==> src/rtl/uart_pkg.sv <==
// Shared definitions for the UART transmit peripheral: register offsets,
// STATUS bit positions and the shifter state encoding.
package uart_pkg;

    localparam logic [1:0] UART_TXDATA  = 2'd0;
    localparam logic [1:0] UART_STATUS  = 2'd1;
    localparam logic [1:0] UART_BAUDDIV = 2'd2;
    localparam logic [1:0] UART_CTRL    = 2'd3;

    localparam int ST_FULL    = 0;
    localparam int ST_EMPTY   = 1;
    localparam int ST_BUSY    = 2;
    localparam int ST_OVERRUN = 3;

    typedef enum logic [1:0] {
        S_IDLE,
        S_START,
        S_DATA,
        S_STOP
    } tx_state_e;

endpackage

==> src/rtl/uart_tx_periph_if.sv <==
// Core-side register bus for the UART window: decoder select, strobes,
// address/data and the one-cycle completion pulse.
interface uart_tx_periph_if;
    logic        sel;
    logic        we;
    logic        re;
    logic [3:0]  addr;
    logic [31:0] wdata;
    logic [31:0] rdata;
    logic        ready;

    modport master (output sel, we, re, addr, wdata, input rdata, ready);
    modport slave  (input sel, we, re, addr, wdata, output rdata, ready);
endinterface

==> src/rtl/sync_fifo.sv <==
// Generic single-clock FIFO with full/empty/count; a push while full is
// accepted only when a pop happens in the same cycle.
module sync_fifo #(
    parameter int WIDTH = 8,
    parameter int DEPTH = 4,
    localparam int AW   = $clog2(DEPTH)
) (
    input  logic             clk,
    input  logic             rst,
    input  logic             push,
    input  logic [WIDTH-1:0] din,
    input  logic             pop,
    output logic [WIDTH-1:0] dout,
    output logic             full,
    output logic             empty,
    output logic [AW:0]      count
);

    logic [WIDTH-1:0] mem [DEPTH];
    logic [AW-1:0]    wr_ptr, rd_ptr;
    logic             do_push, do_pop;

    assign full    = (count == (AW+1)'(DEPTH));
    assign empty   = (count == '0);
    assign do_pop  = pop & ~empty;
    assign do_push = push & (~full | do_pop);
    assign dout    = mem[rd_ptr];

    always_ff @(posedge clk) begin
        if (do_push) mem[wr_ptr] <= din;
    end

    always_ff @(posedge clk) begin
        if (rst) begin
            wr_ptr <= '0;
            rd_ptr <= '0;
            count  <= '0;
        end else begin
            if (do_push) wr_ptr <= wr_ptr + 1'b1;
            if (do_pop)  rd_ptr <= rd_ptr + 1'b1;
            case ({do_push, do_pop})
                2'b10:   count <= count + 1'b1;
                2'b01:   count <= count - 1'b1;
                default: count <= count;
            endcase
        end
    end

endmodule

==> src/rtl/uart_tx_periph.sv <==
// Memory-mapped UART transmitter: register file with 1-cycle bus completion,
// TX FIFO, per-frame latched baud counter and an 8N1 shifter FSM.
module uart_tx_periph
    import uart_pkg::*;
#(
    parameter int          FIFO_DEPTH  = 4,
    parameter logic [15:0] DEFAULT_DIV = 16'd867
) (
    input  logic               clk,
    input  logic               rst,
    uart_tx_periph_if.slave    bus,
    output logic               tx
);

    localparam int CW = $clog2(FIFO_DEPTH) + 1;

    logic        acc, wr, rd, wr_tx;
    logic [1:0]  reg_sel;
    logic [15:0] bauddiv;
    logic        txen, overrun, ovr_set;
    logic [3:0]  status;
    logic [31:0] rd_mux;

    logic        fifo_pop, fifo_full, fifo_empty;
    logic [7:0]  fifo_dout;
    logic [CW-1:0] fifo_count;

    tx_state_e   state, state_nx;
    logic [15:0] div_frame, baud_cnt;
    logic [2:0]  bit_idx;
    logic [7:0]  shreg;
    logic        bit_done, can_start;

    // A write with re also high is a plain write; it never updates rdata.
    assign acc     = bus.sel & (bus.we | bus.re);
    assign wr      = bus.sel & bus.we;
    assign rd      = bus.sel & bus.re & ~bus.we;
    assign reg_sel = bus.addr[3:2];
    assign wr_tx   = wr && (reg_sel == UART_TXDATA);
    assign ovr_set = wr_tx & fifo_full & ~fifo_pop;

    sync_fifo #(.WIDTH(8), .DEPTH(FIFO_DEPTH)) u_fifo (
        .clk   (clk),
        .rst   (rst),
        .push  (wr_tx),
        .din   (bus.wdata[7:0]),
        .pop   (fifo_pop),
        .dout  (fifo_dout),
        .full  (fifo_full),
        .empty (fifo_empty),
        .count (fifo_count)
    );

    always_comb begin
        status              = '0;
        status[ST_FULL]     = fifo_full;
        status[ST_EMPTY]    = fifo_empty;
        status[ST_BUSY]     = (state != S_IDLE);
        status[ST_OVERRUN]  = overrun;
        rd_mux = '0;
        case (reg_sel)
            UART_STATUS:  rd_mux = {28'd0, status};
            UART_BAUDDIV: rd_mux = {16'd0, bauddiv};
            UART_CTRL:    rd_mux = {31'd0, txen};
            default:      rd_mux = '0;
        endcase
    end

    always_ff @(posedge clk) begin
        if (rst) begin
            bauddiv   <= DEFAULT_DIV;
            txen      <= 1'b1;
            overrun   <= 1'b0;
            bus.ready <= 1'b0;
            bus.rdata <= '0;
        end else begin
            bus.ready <= acc;
            if (rd) bus.rdata <= rd_mux;
            if (wr && reg_sel == UART_BAUDDIV) bauddiv <= bus.wdata[15:0];
            if (wr && reg_sel == UART_CTRL)    txen    <= bus.wdata[0];
            // A new overrun beats a simultaneous clear.
            if (ovr_set)
                overrun <= 1'b1;
            else if (wr && reg_sel == UART_STATUS && bus.wdata[ST_OVERRUN])
                overrun <= 1'b0;
        end
    end

    assign bit_done  = (baud_cnt == div_frame);
    assign can_start = txen & ~fifo_empty;

    always_comb begin
        state_nx = state;
        fifo_pop = 1'b0;
        case (state)
            S_IDLE: if (can_start) begin
                fifo_pop = 1'b1;
                state_nx = S_START;
            end
            S_START: if (bit_done) state_nx = S_DATA;
            S_DATA:  if (bit_done && bit_idx == 3'd7) state_nx = S_STOP;
            S_STOP: if (bit_done) begin
                if (can_start) begin
                    fifo_pop = 1'b1;
                    state_nx = S_START;
                end else begin
                    state_nx = S_IDLE;
                end
            end
            default: state_nx = S_IDLE;
        endcase
    end

    // tx trails the state by one flop so the line level is glitch-free.
    always_ff @(posedge clk) begin
        if (rst) begin
            state     <= S_IDLE;
            tx        <= 1'b1;
            div_frame <= '0;
            baud_cnt  <= '0;
            bit_idx   <= '0;
            shreg     <= '0;
        end else begin
            state <= state_nx;
            tx    <= (state == S_START) ? 1'b0 :
                     (state == S_DATA)  ? shreg[0] : 1'b1;
            if (fifo_pop) begin
                shreg     <= fifo_dout;
                div_frame <= bauddiv;
                baud_cnt  <= '0;
                bit_idx   <= '0;
            end else if (state != S_IDLE) begin
                if (bit_done) begin
                    baud_cnt <= '0;
                    if (state == S_DATA) begin
                        shreg   <= {1'b0, shreg[7:1]};
                        bit_idx <= bit_idx + 1'b1;
                    end
                end else begin
                    baud_cnt <= baud_cnt + 1'b1;
                end
            end
        end
    end

    logic unused_bits;
    assign unused_bits = ^{bus.addr[1:0], bus.wdata[31:16], fifo_count};

endmodule

==> src/flat_wrapper.sv <==
// flat-port wrapper written by rule: the top's interface ports become plain ports
module uart_tx_periph_flat import uart_pkg::*;
#(
    parameter int          FIFO_DEPTH  = 4,
    parameter logic [15:0] DEFAULT_DIV = 16'd867
)
  (clk, rst, tx, bus_sel, bus_we, bus_re, bus_addr, bus_wdata, bus_rdata, bus_ready);
  uart_tx_periph_if bus_i ();
  input  logic clk;
  input  logic rst;
  output logic tx;
  input wire logic [$bits(bus_i.sel)-1:0] bus_sel;
  input wire logic [$bits(bus_i.we)-1:0] bus_we;
  input wire logic [$bits(bus_i.re)-1:0] bus_re;
  input wire logic [$bits(bus_i.addr)-1:0] bus_addr;
  input wire logic [$bits(bus_i.wdata)-1:0] bus_wdata;
  output wire logic [$bits(bus_i.rdata)-1:0] bus_rdata;
  output wire logic [$bits(bus_i.ready)-1:0] bus_ready;
  assign bus_i.sel = bus_sel;
  assign bus_i.we = bus_we;
  assign bus_i.re = bus_re;
  assign bus_i.addr = bus_addr;
  assign bus_i.wdata = bus_wdata;
  assign bus_rdata = bus_i.rdata;
  assign bus_ready = bus_i.ready;
  uart_tx_periph #(.FIFO_DEPTH(FIFO_DEPTH), .DEFAULT_DIV(DEFAULT_DIV)) u_core (.clk(clk), .rst(rst), .bus(bus_i), .tx(tx));
endmodule
==> config.mk <==
export PLATFORM = sky130hd
export DESIGN_NAME = uart_tx_periph_flat
export DESIGN_NICKNAME = d
export VERILOG_FILES = /design/src/rtl/uart_pkg.sv /design/src/rtl/uart_tx_periph_if.sv /design/src/rtl/sync_fifo.sv /design/src/rtl/uart_tx_periph.sv /design/src/flat_wrapper.sv
export SDC_FILE = /design/constraint.sdc
export NUM_CORES = 1
export LEC_CHECK = 0
export CAP_MARGIN = 20
export CORE_MARGIN = 1.5
export CORE_UTILIZATION = 49
export DETAILED_ROUTE_END_ITERATION = 8
export GPL_TIMING_DRIVEN = 0
export PLACE_DENSITY = 0.82
export SLEW_MARGIN = 30
export SYNTH_ARGS = -nofsm -noshare
export SYNTH_HDL_FRONTEND = slang
export SYNTH_HIERARCHICAL = 1
export SYNTH_SLANG_ARGS = --single-unit
==> constraint.sdc <==
create_clock -name clk -period 3.1 [get_ports clk]
set_input_delay 0.31 -clock clk [delete_from_list [all_inputs] [get_ports clk]]
set_output_delay 0.31 -clock clk [all_outputs]
set_load 0.05 [all_outputs]
==> results.yml <==
final_layout:
  fin_cells: 750
  area_growth_pct: 26.1
  utilization: 0.636
  drive_above_1_share: 0.140
  fin_nets: 654
  diodes: 0
yosys:
  synth_top_area_share: 0.346
  synth-seq-cells: 122
  yosysTopAreaCell: "dfxtp_1"
  postSynth.asyncResetShare: 0
  ys_top_cells_by_count: "dfxtp_1, nand2_1, a21oi_1, nor2_1, edfxtp_1"
  yosysUniqueCellTypes: 51
  yosysMostFrequentCell: "dfxtp_1"
  synth_cells: 518
  syn_area_per_cell_sq_um: 10.1
  seq_area_frac_synth: 0.531
  synth_top_flop_cell: "dfxtp_1"
  ys_warn_count: 6
  syn_area_sq_um: 5210
  synth_enable_flop_cells: 32
  yosys-top-cells-area: "dfxtp_1, edfxtp_1, nand2_1, xor2_1, a21oi_1"
timing:
  fin_hold_ws_ns: 0.342
  setup_violations: 0
  tightest_slew_ns: 0.584
  final_hold_viol_count: 0
  maxSlewViolCount: 0
  skew_ns: 0.00872
  finalCritPeriodShare: 0.981
  maxSlewHeadroom: 0.609
  post-route-min-period_ns: 3.04
  max_freq_mhz: 329
  grt_setup_unrepaired: "no"
  tns_ns: 0
cts:
  cts_tree: "built"
  clk_pin_slew_worst_paths_ns: 0.06
  numCtsBuffers: 17
  cts.sinks: 122
  cts.path.max_buffers: 2
  clk_latency_ns: 0.52
  root_buffer: "clkbuf_8"
  htreeDepth: 4
route:
  drt_first_iter_violations: 295
  drt-total-wl_microns: 12300
  dr.pass1.iters: 7
  ant_nets: 0
  wire_per_inst_microns: 16.4
  vias: 4157
  route.detailed.drc: 0
  via_per_inst: 5.54
hold_path:
  whs_path_depth: 3
  worstHoldPathType: "in2reg"
critical_path:
  cp_max_fo: 9
  crit_required_ns: 3.51
  start_kind: "flip-flop"
  critical_path_class: "reg2reg"
  end_kind: "flip-flop"
  arrival_ns: 3.45
  r2r_cells: 12
power:
  p_sw_uw: 977
  p_leak_uw: 0.00253
  clock_power_share: 0.493
  pwr-share-comb: 0.095
  sw_frac_of_total: 0.237
  p_seq_frac: 0.412
  p_per_area_nw_per_um2: 628
  p_int_uw: 3150
  irDropWorstVdd_mv: 0.408
run:
  max_cap_violations: 0
global_routing:
  grt_usage: 0.230
  grt_max_degree: 17
  grt_pass1_vias: 4087
  grt_pass1_wl_microns: 19900
  grt-ovfl-total: 0
  grt_antenna_before_repair: 0
floorplan:
  die_w_microns: 106
  dieArea_sq_um: 11300
  io_pins: 75
  num_rows: 37
  coreArea_sq_um: 10300
  start_util: 0.504
  die_h_microns: 106
place:
  place_congestion: 0.832
  post-place-cells: 709
  hpwl_microns: 8060
  portBuffers: 40
outcome:
  status: "finished clean"
-- repair_timing --
item	in CTS	in global routing
hold buffers	0	0
endpoints found under the setup margin	26	2
buffers inserted	3	6
pin swaps	3	4
resized for setup	4	12
-- cell type report --
type / count / area (sq um)
inverter: 12 / 45.0
sequential: 122 / 2770
timing repair buffer: 49 / 468
tap: 136 / 170
buffer: 44 / 253
clock inverter: 9 / 134
clock buffer: 23 / 489
multi-input combinational: 355 / 2240
fill: 774 / 3760
-- worst paths after layout --
path                                      startpoint                     end  slack (ns)
worst max-delay path              u_core/baud_cnt[4]  u_core/u_fifo/count[2]        0.06
worst max register to register    u_core/baud_cnt[4]  u_core/u_fifo/count[2]        0.06
worst min-delay path                   bus_wdata[10]      u_core/bauddiv[10]        0.34
worst min register to register  u_core/bus.rdata[14]    u_core/bus.rdata[14]        0.45
-- through the flow --
stage / total power (uW) / area, sq um / setup WS (ns)
2_1_floorplan: 1980 / 5260 / 0.0924
3_3_place_gp: 2080 / 5830 / -0.299
3_5_place_dp: 2100 / 5830 / -0.405
4_1_cts: 4140 / 6490 / 0.000721
5_1_grt: 4250 / 6570 / 0.0169
6_report: 4120 / 6570 / 0.0600
-- flip-flops by register name (all words and copies together), names as in the netlist, named ones only --
name and cells:
u_core/baud_cnt 16, u_core/bauddiv 16, u_core/bit_idx 3, u_core/bus.rdata 16, u_core/bus.ready 1, u_core/div_frame 16, u_core/overrun 1, u_core/shreg 8
u_core/state 2, u_core/tx 1, u_core/txen 1, u_core/u_fifo/count 3, u_core/u_fifo/mem 32, u_core/u_fifo/rd_ptr 2, u_core/u_fifo/wr_ptr 2
-- metal layers --
metal	vias to the layer above	global-route usage	routed length, microns
met5	-	0	0
met4	0	0.113	316
met3	25	0.0490	827
met2	181	0.392	6170
met1	2024	0.275	4970
li1	1927	-	-
-- cell families (layout without fill, tap and decap cells) --
family | Yosys count | in the layout | synth area share
AOI/OAI and AO/OA | 69 | 69 | 0.0822
DFF | 122 | 122 | 0.531
muxes | 23 | 23 | 0.0639
and+or+nand+nor | 200 | 200 | 0.178
xor gates and xnor gates | 35 | 35 | 0.0589
buffers and inverters | 56 | 137 | 0.0550
other | 1 | 16 | 0.000720
adders and majority gates | 12 | 12 | 0.0303
-- power groups by stage --
stage,sequential [uW],clock [uW],combinational [uW]
finish,1700,2030,391
global route,1700,2130,422
detailed placement,1730,0,363
CTS,1700,2060,382
floorplan,1750,0,231
global placement,1730,0,355
-- cell usage in the layout, fill, tap and decap left out, types with 3 or more instances in the layout --
cell,count
dfxtp_1,87
nand2_1,85
a21oi_1,41
clkdlybuf4s50_1,40
nor2_1,38
edfxtp_1,32
xor2_1,29
nand3_1,26
buf_4,26
clkbuf_1,22
clkbuf_16,18
conb_1,16
mux2i_1,13
ha_1,11
inv_1,10
nor3_1,10
a211oi_1,8
mux4_2,8
nand4_1,7
a221oi_1,6
xnor2_1,6
nor2b_1,5
and3_1,5
and2_1,4
bufinv_16,3
nor4_1,3
buf_2,3
o21ai_0,3
or3_1,3
-- critical path, cell delays in order (launching register included) --
cell and delay (ns):
dfxtp_1 0.36, xor2_1 0.18, nor4_1 0.32, nand4_1 0.21
o21a_2 0.28, inv_2 0.08, buf_8 0.13, o31a_1 0.17
nand2b_1 0.09, fa_2 0.35, nand2b_4 0.16, o31ai_4 0.27
mux2_4 0.33
Power figures use the tool's default switching activity.
